--- src/rtl/stepper_move_sequencer_pkg.sv ---
// Shared types and constants for the stepper move sequencer.
// Holds the FSM state enum, coil pattern table and default minimum period.
package stepper_pkg;

  typedef enum logic {
    S_IDLE,
    S_RUN
  } state_t;

  localparam int MIN_PERIOD_DEF = 1000;

  // Active-low one-hot coil select, indexed by phase.
  localparam logic [3:0] COIL_N_TAB [4] = '{
    4'b1110,
    4'b1101,
    4'b1011,
    4'b0111
  };

  function automatic logic [3:0] coil_n_of(
    input logic [1:0] ph
  );
    return COIL_N_TAB[ph];
  endfunction

endpackage

--- src/rtl/stepper_move_sequencer_if.sv ---
// Move command valid/ready bundle.
// master: command source (CPU side); slave: the sequencer.
interface stepper_move_sequencer_if #(
  parameter int CNT_W = 16,
  parameter int PER_W = 20
);
  logic             cmd_valid;
  logic             cmd_ready;
  logic             cmd_dir;
  logic [CNT_W-1:0] cmd_steps;
  logic [PER_W-1:0] cmd_period;

  modport master (
    output cmd_valid,
    output cmd_dir,
    output cmd_steps,
    output cmd_period,
    input  cmd_ready
  );

  modport slave (
    input  cmd_valid,
    input  cmd_dir,
    input  cmd_steps,
    input  cmd_period,
    output cmd_ready
  );
endinterface

--- src/rtl/stepper_rate_timer.sv ---
// Reloadable down-counter; o_tick is high while enabled and at zero.
// Ports: i_load/i_val preset, i_en counts down and reloads i_val on tick.
module stepper_rate_timer #(
  parameter int PER_W = 20
) (
  input  logic             clk,
  input  logic             rst,
  input  logic             i_load,
  input  logic             i_en,
  input  logic [PER_W-1:0] i_val,
  output logic             o_tick
);

  logic [PER_W-1:0] r_cnt;
  logic             w_zero;

  assign w_zero = (r_cnt == '0);
  assign o_tick = i_en && w_zero;

  always_ff @(posedge clk) begin
    if (rst) begin
      r_cnt <= '0;
    end else if (i_load) begin
      r_cnt <= i_val;
    end else if (i_en) begin
      r_cnt <= w_zero ? i_val : r_cnt - PER_W'(1);
    end
  end

endmodule

--- src/rtl/stepper_move_sequencer.sv ---
// Counted, rate-limited, abortable move engine for a 4-phase stepper.
// Ports: cmd bundle (if), abort, hold_en; status busy/done/aborted/
// steps_left/position; coil pins drive_en and active-low coil_n.
module stepper_move_sequencer
  import stepper_pkg::*;
#(
  parameter int CNT_W      = 16,
  parameter int PER_W      = 20,
  parameter int MIN_PERIOD = MIN_PERIOD_DEF,
  parameter int POS_W      = 32
) (
  input  logic                    clock_clk,
  input  logic                    reset_reset,
  stepper_move_sequencer_if.slave cmd,
  input  logic                    abort,
  input  logic                    hold_en,
  output logic                    busy,
  output logic                    done,
  output logic                    aborted,
  output logic [CNT_W-1:0]        steps_left,
  output logic signed [POS_W-1:0] position,
  output logic [1:0]              drive_en,
  output logic [3:0]              coil_n
);

  state_t                  r_state;
  logic                    r_busy;
  logic                    r_done;
  logic                    r_aborted;
  logic                    r_dir;
  logic [1:0]              r_phase;
  logic [CNT_W-1:0]        r_steps_left;
  logic signed [POS_W-1:0] r_position;
  logic [PER_W-1:0]        r_reload;
  logic [1:0]              r_drive_en;
  logic [3:0]              r_coil_n;

  logic             w_accept;
  logic             w_run;
  logic             w_tick;
  logic             w_step;
  logic             w_last;
  logic [PER_W-1:0] w_eff;
  logic [PER_W-1:0] w_load_val;
  logic [1:0]       w_phase_step;
  logic [1:0]       w_phase_n;
  logic             w_busy_n;

  assign cmd.cmd_ready = (r_state == S_IDLE)
                      && !abort && !reset_reset;

  assign w_accept = cmd.cmd_valid && cmd.cmd_ready;
  assign w_run    = (r_state == S_RUN) && !abort;
  assign w_step   = w_run && w_tick;
  assign w_last   = (r_steps_left == CNT_W'(1));

  assign w_eff = (cmd.cmd_period < PER_W'(MIN_PERIOD))
               ? PER_W'(MIN_PERIOD) : cmd.cmd_period;

  assign w_load_val = w_accept ? w_eff - PER_W'(1) : r_reload;

  assign w_phase_step = r_dir ? r_phase + 2'd1
                              : r_phase - 2'd1;

  stepper_rate_timer #(
    .PER_W (PER_W)
  ) u_timer (
    .clk    (clock_clk),
    .rst    (reset_reset),
    .i_load (w_accept),
    .i_en   (w_run),
    .i_val  (w_load_val),
    .o_tick (w_tick)
  );

  // Next phase/busy feed the registered coil outputs so the pins
  // change on the same edge as the step or state change.
  always_comb begin
    w_phase_n = w_step ? w_phase_step : r_phase;
    w_busy_n  = 1'b0;
    unique case (r_state)
      S_IDLE:  w_busy_n = w_accept && (cmd.cmd_steps != '0);
      S_RUN:   w_busy_n = !abort && !(w_tick && w_last);
      default: w_busy_n = 1'b0;
    endcase
  end

  always_ff @(posedge clock_clk) begin
    if (reset_reset) begin
      r_state      <= S_IDLE;
      r_busy       <= 1'b0;
      r_done       <= 1'b0;
      r_aborted    <= 1'b0;
      r_dir        <= 1'b0;
      r_phase      <= 2'd0;
      r_steps_left <= '0;
      r_position   <= '0;
      r_reload     <= '0;
      r_drive_en   <= 2'b00;
      r_coil_n     <= 4'b1111;
    end else begin
      r_done    <= 1'b0;
      r_aborted <= 1'b0;
      unique case (r_state)
        S_IDLE: begin
          if (w_accept) begin
            if (cmd.cmd_steps == '0) begin
              r_done <= 1'b1;
            end else begin
              r_state      <= S_RUN;
              r_busy       <= 1'b1;
              r_dir        <= cmd.cmd_dir;
              r_steps_left <= cmd.cmd_steps;
              r_reload     <= w_eff - PER_W'(1);
            end
          end
        end
        S_RUN: begin
          // Abort takes priority over a step due on the same edge.
          if (abort) begin
            r_state   <= S_IDLE;
            r_busy    <= 1'b0;
            r_aborted <= 1'b1;
          end else if (w_tick) begin
            r_phase      <= w_phase_step;
            r_steps_left <= r_steps_left - CNT_W'(1);
            r_position   <= r_dir ? r_position + POS_W'(1)
                                  : r_position - POS_W'(1);
            if (w_last) begin
              r_state <= S_IDLE;
              r_busy  <= 1'b0;
              r_done  <= 1'b1;
            end
          end
        end
        default: r_state <= S_IDLE;
      endcase
      if (w_busy_n || hold_en) begin
        r_drive_en <= 2'b11;
        r_coil_n   <= coil_n_of(w_phase_n);
      end else begin
        r_drive_en <= 2'b00;
        r_coil_n   <= 4'b1111;
      end
    end
  end

  assign busy       = r_busy;
  assign done       = r_done;
  assign aborted    = r_aborted;
  assign steps_left = r_steps_left;
  assign position   = r_position;
  assign drive_en   = r_drive_en;
  assign coil_n     = r_coil_n;

endmodule

--- src/flat_wrapper.sv ---
// flat-port wrapper written by rule: the top's interface ports become plain ports
module stepper_move_sequencer_flat import stepper_pkg::*;
#(
  parameter int CNT_W      = 16,
  parameter int PER_W      = 20,
  parameter int MIN_PERIOD = MIN_PERIOD_DEF,
  parameter int POS_W      = 32
)
  (clock_clk, reset_reset, abort, hold_en, busy, done, aborted, steps_left, position, drive_en, coil_n, cmd_cmd_valid, cmd_cmd_dir, cmd_cmd_steps, cmd_cmd_period, cmd_cmd_ready);
  stepper_move_sequencer_if #(.CNT_W(CNT_W), .PER_W(PER_W)) cmd_i ();
  input  logic clock_clk;
  input  logic reset_reset;
  input  logic abort;
  input  logic hold_en;
  output logic busy;
  output logic done;
  output logic aborted;
  output logic [CNT_W-1:0] steps_left;
  output logic signed [POS_W-1:0] position;
  output logic [1:0] drive_en;
  output logic [3:0] coil_n;
  input wire logic [$bits(cmd_i.cmd_valid)-1:0] cmd_cmd_valid;
  input wire logic [$bits(cmd_i.cmd_dir)-1:0] cmd_cmd_dir;
  input wire logic [$bits(cmd_i.cmd_steps)-1:0] cmd_cmd_steps;
  input wire logic [$bits(cmd_i.cmd_period)-1:0] cmd_cmd_period;
  output wire logic [$bits(cmd_i.cmd_ready)-1:0] cmd_cmd_ready;
  assign cmd_i.cmd_valid = cmd_cmd_valid;
  assign cmd_i.cmd_dir = cmd_cmd_dir;
  assign cmd_i.cmd_steps = cmd_cmd_steps;
  assign cmd_i.cmd_period = cmd_cmd_period;
  assign cmd_cmd_ready = cmd_i.cmd_ready;
  stepper_move_sequencer #(.CNT_W(CNT_W), .PER_W(PER_W), .MIN_PERIOD(MIN_PERIOD), .POS_W(POS_W)) u_core (.clock_clk(clock_clk), .reset_reset(reset_reset), .cmd(cmd_i), .abort(abort), .hold_en(hold_en), .busy(busy), .done(done), .aborted(aborted), .steps_left(steps_left), .position(position), .drive_en(drive_en), .coil_n(coil_n));
endmodule
--- config.mk ---
export PLATFORM = sky130hd
export DESIGN_NAME = stepper_move_sequencer_flat
export DESIGN_NICKNAME = d
export VERILOG_FILES = /design/src/rtl/stepper_move_sequencer_pkg.sv /design/src/rtl/stepper_move_sequencer_if.sv /design/src/rtl/stepper_rate_timer.sv /design/src/rtl/stepper_move_sequencer.sv /design/src/flat_wrapper.sv
export SDC_FILE = /design/constraint.sdc
export NUM_CORES = 1
export LEC_CHECK = 0
export ABC_AREA = 0
export ABC_CLOCK_PERIOD_IN_PS = 10800
export BUFFER_PORTS_ARGS = -buffer_cell sky130_fd_sc_hd__buf_4
export CAP_MARGIN = 20
export CORE_MARGIN = 5
export CORE_UTILIZATION = 62
export DETAILED_ROUTE_END_ITERATION = 7
export HOLD_SLACK_MARGIN = 0.02
export PLACE_DENSITY_LB_ADDON = 0.12
export SLEW_MARGIN = 5
export SYNTH_ARGS = -nofsm -noshare
export SYNTH_HDL_FRONTEND = slang
export SYNTH_SLANG_ARGS = --single-unit
--- constraint.sdc ---
create_clock -name clock_clk -period 10.8 [get_ports clock_clk]
set_input_delay 2.16 -clock clock_clk [delete_from_list [all_inputs] [get_ports clock_clk]]
set_output_delay 2.16 -clock clock_clk [all_outputs]
set_load 0.05 [all_outputs]
==> flow_metrics.env, run 1 <==
export IMPL_detailed_place_hpwl_um=12100
export IMPL_die_area_sq_mm=0.0124
export IMPL_synth_edf_count=0
export IMPL_clkPwrFrac_pct=29.0
export IMPL_fin_ws_ns=5.28
export IMPL_io_buffers=99
export IMPL_io_pin_count=100
export IMPL_dr_pass1_iters=5
export IMPL_cp_start_kind="primary input"
export IMPL_avgSynthCellArea_sq_um=7.46
export IMPL_gp_congestion=0.898
export IMPL_synth_distinct_cells=59
export IMPL_drtAntennaViolNets=0
export IMPL_power_uw=901
export IMPL_fin_nets=1002
export IMPL_finalMaxSlewViolations=0
export IMPL_fin_crit_sh_pct=51.1
export IMPL_num_vias=6553
export IMPL_r2r_start="u_core.r_dir"
export IMPL_hp_class="reg2reg"
export IMPL_synth_common_cells="nand2_1 (126), dfxtp_1 (100), nor2_1 (100)"
export IMPL_hold_buffers=0
export IMPL_fp_dieW_um=111
export IMPL_arrival_ns=5.82
export IMPL_post_cts_setup_buffers=0
export IMPL_dp_slack_ns=4.87
export IMPL_cts_root_buffer="clkbuf_8"
export IMPL_die_height_um=111
export IMPL_ys_flop_type="dfxtp_1"
export IMPL_drt_iter0_drc=712
export IMPL_syn_nets=932
export IMPL_crit_fanout=13
export IMPL_cts_max_level=3
export IMPL_p_per_area_mw_per_mm2=122
export IMPL_grtUsageTotal_pct=27.2
export IMPL_max_freq_mhz=181
export IMPL_syn_area_sq_mm=0.00637
export IMPL_cts_path_max_buffers=2
export IMPL_drv_cap=0
export IMPL_regArea_sq_mm=0.00200
export IMPL_coreArea_sq_mm=0.0102
export IMPL_p_switching_uw=312
export IMPL_crit_start="cmd_cmd_period[16]"
export IMPL_clk_insertion_delay_late_ns=0.38
export IMPL_setup_viol=0
export IMPL_synth_largest_area_cell="dfxtp_1"
export IMPL_period_needed_ns=5.52
export IMPL_vdd_drop_max_v=0.0000762
export IMPL_clkSlewWorstSetupHoldPaths_ns=0.11
export IMPL_via_per_inst=6.15
export IMPL_ys_seq_area_share_pct=31.4
export IMPL_rows=37
export IMPL_critPathCaptureType="flip-flop"
export IMPL_critical_path_class="in2reg"
export IMPL_drive_gt1_share_pct=14.3
export IMPL_fillerInstances=865
export IMPL_clock_sinks=100
export IMPL_drc=0
export IMPL_whs_ns=0.472
export IMPL_sw_frac_of_total_pct=34.6
export IMPL_wl_um=17100
export IMPL_power_frac_comb_pct=26.9
export IMPL_grt_pass1_wl_um=29100
export IMPL_dp_cells=1049
export IMPL_tightestPinTransition_ns=0.975
export IMPL_start_util_pct=62.6
export IMPL_fin_cells=1066
export IMPL_cts_repair_resized=0
export IMPL_grt_max_degree=73
export IMPL_synth_top_area_share_pct=31.4
export IMPL_yosysMostFrequentCell="nand2_1"
export IMPL_syn_to_final_growth_pct=15.6
export IMPL_clock_skew_ns=0.0166
export IMPL_synthCells=855
export IMPL_p_int_uw=589
export IMPL_finalHoldViolCount=0
export IMPL_routedWlPerCell_um=16.1
export IMPL_cts_made_buffers=9
export IMPL_antennaDiodeCount=0
export IMPL_synth_async_sr_flop_share_pct=0
export IMPL_totalNegativeSetupSlack_ns=0
export IMPL_gr_total_overflow=0
export IMPL_multiInputGateArea_sq_mm=0.00413
export IMPL_yosysWarningCount=0
export IMPL_p_seq_share_pct=44.1
export IMPL_synth_ff_latch_count=100
export IMPL_hp_start="u_core.r_reload[3]"
export IMPL_status="finished clean"
export IMPL_cp_required_ns=11.10
export IMPL_rsz0062_at_grt="no"
export IMPL_antenna_found_initial=0
export IMPL_slew_headroom_pct=34.8
export IMPL_yosys_top_cells_area="dfxtp_1 (31%), nand2_1 (7.4%), a21oi_1 (6.9%)"
export IMPL_grt_pass1_vias=6298
export IMPL_cts_tree="yes"
export IMPL_cellLeakagePower_nw=2.97
-- layer usage --
layer	track usage, %	vias up	wire length (um)
li1	-	3223	-
met1	35.9	3072	7760
met2	45.6	233	8070
met3	4.02	25	1060
met4	9.41	0	243
met5	0	-	0
-- critical path: stages --
cell and delay [ns]:
buf_4 0.12, or4_1 0.54, or2_2 0.31, or4_1 0.71, nand2_1 0.20, ha_1 0.20
nand2b_1 0.07, or3_1 0.37, nand3b_1 0.25, or2_2 0.35, nor3_1 0.19, xnor2_1 0.11
a211oi_1 0.22
-- power by group through the flow --
| stage | Sequential [mW] | Clock (mW) | Combinational (mW) |
|---|---|---|---|
| final | 0.397 | 0.262 | 0.242 |
| after detailed placement | 0.405 | 0 | 0.236 |
| after global placement | 0.404 | 0 | 0.230 |
| after floorplan | 0.422 | 0 | 0.158 |
| after global routing | 0.400 | 0.281 | 0.267 |
| after CTS | 0.397 | 0.266 | 0.237 |
-- sequential cells by signal, indices dropped and copies added (netlist names) --
register / flops
u_core.done: 1
u_core.steps_left: 16
u_core.u_timer.r_cnt: 20
u_core.r_reload: 20
u_core.r_state: 1
u_core.r_dir: 1
u_core.drive_en: 1
u_core.position: 32
u_core.busy: 1
u_core.coil_n: 4
u_core.r_phase: 2
u_core.aborted: 1
-- kinds of logic after synthesis --
kind of cell,Yosys count,synth area share [%]
XOR/XNOR,46,6.32
flip-flops,100,31.4
multiplexers,5,0.844
adder cells (fa/ha/maj),35,6.99
AO/OA/AOI/OAI,240,23.2
buffers and inverters,59,3.89
AND/OR/NAND/NOR,370,27.4
-- path summary, 6_finish.rpt --
path | depth (start not counted) | slack (ns) | to
setup reg to reg | 12 | 7.01 | u_core.position[31]
setup / recovery | 13 | 5.28 | u_core.r_reload[16]
hold reg to reg | 2 | 0.47 | u_core.r_reload[3]
hold / removal | 2 | 0.47 | u_core.r_reload[3]
-- cells in the final DEF (no fill, tap or decap), types with 5 or more instances in the layout --
master    instances
and2_1            9
a21oi_1          88
a211oi_1         31
nand2b_1         10
nor4_1           10
buf_4           104
xor2_1           18
o211ai_1          8
or3_1            15
clkbuf_8          9
ha_1             34
xnor2_1          28
nand3_1          19
o22ai_1           8
nand4_1           7
inv_1            13
nand2_1         126
a22oi_1           7
dfxtp_1         100
nor2_1          100
o21ai_0          47
o31ai_1           8
nand3b_1          6
nor3_1           33
a221oi_1          5
or4_1            15
a31oi_1           8
a21o_1            8
-- final cells by class --
cell class	count	area share, %
clock buffers	9	1.68
flip-flops and latches	100	27.2
repair buffers	105	11.0
well taps	136	2.31
inverters	13	0.662
clock inverters	7	1.22
multi-input cells	696	56.0
-- stage by stage --
step	util [%]	instance area [sq um]
2_1_floorplan	-	6370
3_3_place_gp	70.0	7130
3_5_place_dp	70.0	7130
4_1_cts	72.1	7340
5_1_grt	72.3	7370
6_report	72.3	7370
Note: power is estimated with default switching activity, not from simulation.
==> run 2: changes to the inputs <==
ABC_AREA = 1   (was 0)
ABC_CLOCK_PERIOD_IN_PS = 5250   (was 10800)
CORE_UTILIZATION = 59   (was 62)
clock period = 5.25 ns   (was 10.8 ns; I/O delays follow)
==> run 2 against run 1 <==
  * Synthesized area increased by 18%
  * Via count rose by 16%
  * Cell count is 31% higher
  * First-iteration DRC count fell by 9.1%
  * Design area is 16% higher
  * Wire length increased by 18%
  * Non-clock buffer count decreased by 4
  * Die area is 22% higher
  * Core utilization decreased by 4.2 points
  * Worst setup slack got worse by 3.5 ns
  * Clock skew down 0.010 ns
==> flow_metrics.env, run 2 <==
export IMPL_num_vias=7612
export IMPL_yosysMostFrequentCell="nand2_1"
export IMPL_drive_gt1_share_pct=14.8
export IMPL_cts_root_buffer="clkbuf_16"
export IMPL_fin_cells=1401
export IMPL_cp_required_ns=5.47
export IMPL_arrival_ns=3.66
export IMPL_fin_crit_sh_pct=65.6
export IMPL_synth_ff_latch_count=100
export IMPL_synth_top_area_share_pct=26.7
export IMPL_ys_flop_type="dfxtp_1"
export IMPL_clk_insertion_delay_late_ns=0.35
export IMPL_cts_max_level=3
export IMPL_rsz0062_at_grt="no"
export IMPL_synth_distinct_cells=57
export IMPL_multiInputGateArea_sq_mm=0.00474
export IMPL_routedWlPerCell_um=14.4
export IMPL_fin_area_sq_mm=0.00857
export IMPL_mostFrequentLayoutCells="nand2_1 (237), nor2_1 (150), inv_1 (132), buf_4 (101), dfxtp_1 (100)"
export IMPL_via_per_inst=5.43
export IMPL_post_cts_setup_buffers=0
export IMPL_start_util_pct=59.7
export IMPL_fin_nets=1303
export IMPL_fin_util_pct=68.2
export IMPL_fp_dieW_um=123
export IMPL_drv_cap=0
export IMPL_dr_pass1_iters=6
export IMPL_largest_reg_flops=32
export IMPL_antennaDiodeCount=0
export IMPL_synthCells=1148
export IMPL_synth_edf_count=0
export IMPL_synth_async_sr_flop_share_pct=0
export IMPL_yosys_top_cells_area="dfxtp_1 (27%), nand2_1 (12%), nor2_1 (7.5%)"
export IMPL_critPathCaptureType="flip-flop"
export IMPL_whs_ns=0.514
export IMPL_r2r_cells=9
export IMPL_vdd_drop_max_v=0.000181
export IMPL_io_pin_count=100
export IMPL_hold_depth=2
export IMPL_grtUsageTotal_pct=27.2
export IMPL_syn_area_sq_mm=0.00751
export IMPL_cp_start_kind="flip-flop"
export IMPL_gr_total_overflow=0
export IMPL_clkSlewWorstSetupHoldPaths_ns=0.06
export IMPL_final_common_cell="nand2_1"
export IMPL_post_dp_cell_area_sq_mm=0.00828
export IMPL_period_needed_ns=3.44
export IMPL_dp_cells=1387
export IMPL_coreArea_sq_mm=0.0126
export IMPL_cts_repair_resized=0
export IMPL_cts_tree="yes"
export IMPL_detailed_place_hpwl_um=15300
export IMPL_finalMaxSlewViolations=0
export IMPL_synth_largest_area_cell="dfxtp_1"
export IMPL_wl_um=20200
export IMPL_status="finished clean"
export IMPL_hp_class="reg2reg"
export IMPL_grt_pass1_vias=7083
export IMPL_totalNegativeSetupSlack_ns=0
export IMPL_tightestPinTransition_ns=0.703
export IMPL_cts_made_buffers=9
export IMPL_fin_ws_ns=1.81
export IMPL_power_mw=2.16
export IMPL_clock_skew_ns=0.00634
export IMPL_cellLeakagePower_nw=4.34
export IMPL_yosysWarningCount=0
export IMPL_finalHoldViolCount=0
export IMPL_grt_max_degree=49
export IMPL_dp_slack_ns=1.70
export IMPL_fillerInstances=1174
export IMPL_crit_fanout=43
export IMPL_clock_sinks=100
export IMPL_drt_iter0_drc=647
export IMPL_cts_path_max_buffers=2
export IMPL_die_height_um=123
export IMPL_avgSynthCellArea_sq_um=6.54
export IMPL_io_buffers=99
export IMPL_setup_viol=0
export IMPL_die_area_sq_mm=0.0151
export IMPL_hold_buffers=0
export IMPL_syn_to_final_growth_pct=14.1
export IMPL_drc=0
export IMPL_drtAntennaViolNets=0
export IMPL_regArea_sq_mm=0.00200
export IMPL_grt_pass1_wl_um=33100
export IMPL_slew_headroom_pct=53.1
export IMPL_rows=41
export IMPL_ys_seq_area_share_pct=26.7
export IMPL_critical_path_class="reg2reg"
export IMPL_max_freq_mhz=290
export IMPL_synth_common_cells="nand2_1 (237), nor2_1 (150), inv_1 (132)"
export IMPL_antenna_found_initial=0
export IMPL_p_per_area_mw_per_mm2=252
export IMPL_gp_congestion=0.961
export IMPL_syn_nets=1225
[run 2: cell types whose count changed after synthesis, sizes merged, moves of 11 or more]
cell	previous run	this run
o211ai	8	19
or3	15	0
clkbuf	36	14
nor2	101	166
nand3	19	71
a211oi	31	3
o21ai	47	103
a31oi	8	19
or4	15	0
inv	13	144
nand2b	11	0
nand2	127	249
nor3	33	17
[run 2: cells by family (layout without fill, tap and decap cells)]
| group | after synthesis | in the layout | share of synthesized area (%) |
|---|---|---|---|
| adder cells (fa/ha/maj) | 35 | 35 | 5.93 |
| XOR/XNOR | 43 | 43 | 5.02 |
| flip-flops | 100 | 100 | 26.7 |
| AND/OR/NAND/NOR | 530 | 530 | 32.1 |
| multiplexers | 1 | 1 | 0.133 |
| buffers and inverters | 181 | 262 | 10.1 |
| AO/OA/AOI/OAI | 258 | 258 | 20.0 |
[run 2: where the power goes]
group          internal (mW)  switching [mW]  total, mW
clock                  0.390           0.285      0.675
combinational          0.224           0.437      0.661
sequential             0.790          0.0343      0.825
[run 2: layout make-up]
| cell class | instances | area share (%) |
|---|---|---|
| Clock buffer | 12 | 2.99 |
| Clock inverter | 2 | 0.409 |
| Inverter | 147 | 6.50 |
| Multi-Input combinational cell | 867 | 55.4 |
| Sequential cell | 100 | 23.4 |
| Tap cell | 172 | 2.51 |
| Timing Repair Buffer | 101 | 8.85 |
[run 2: path summary, 6_finish.rpt]
check / start / to / slack (ns)
max: u_core.r_state / u_core.steps_left[7] / 1.81
min: u_core.r_reload[7] / u_core.r_reload[7] / 0.51
max reg2reg: u_core.r_state / u_core.steps_left[7] / 1.81
min reg2reg: u_core.r_reload[7] / u_core.r_reload[7] / 0.51
[run 2: critical path, cell delays in order, from the launching register on]
cell,delay (ns)
dfxtp_1,0.77
inv_1,0.53
nor2_4,0.53
inv_1,0.27
nor2_8,0.53
inv_4,0.11
nand2_8,0.18
nand2_1,0.10
o21ai_0,0.17
a21oi_1,0.08
[run 2: per-layer routing]
layer	vias up	part of all wire, %	GRT usage (%)
met1	3415	43	34.1
met5	-	0	0
met2	204	49	46.1
met4	0	3.5	11.1
li1	3946	-	-
met3	47	5.0	4.70
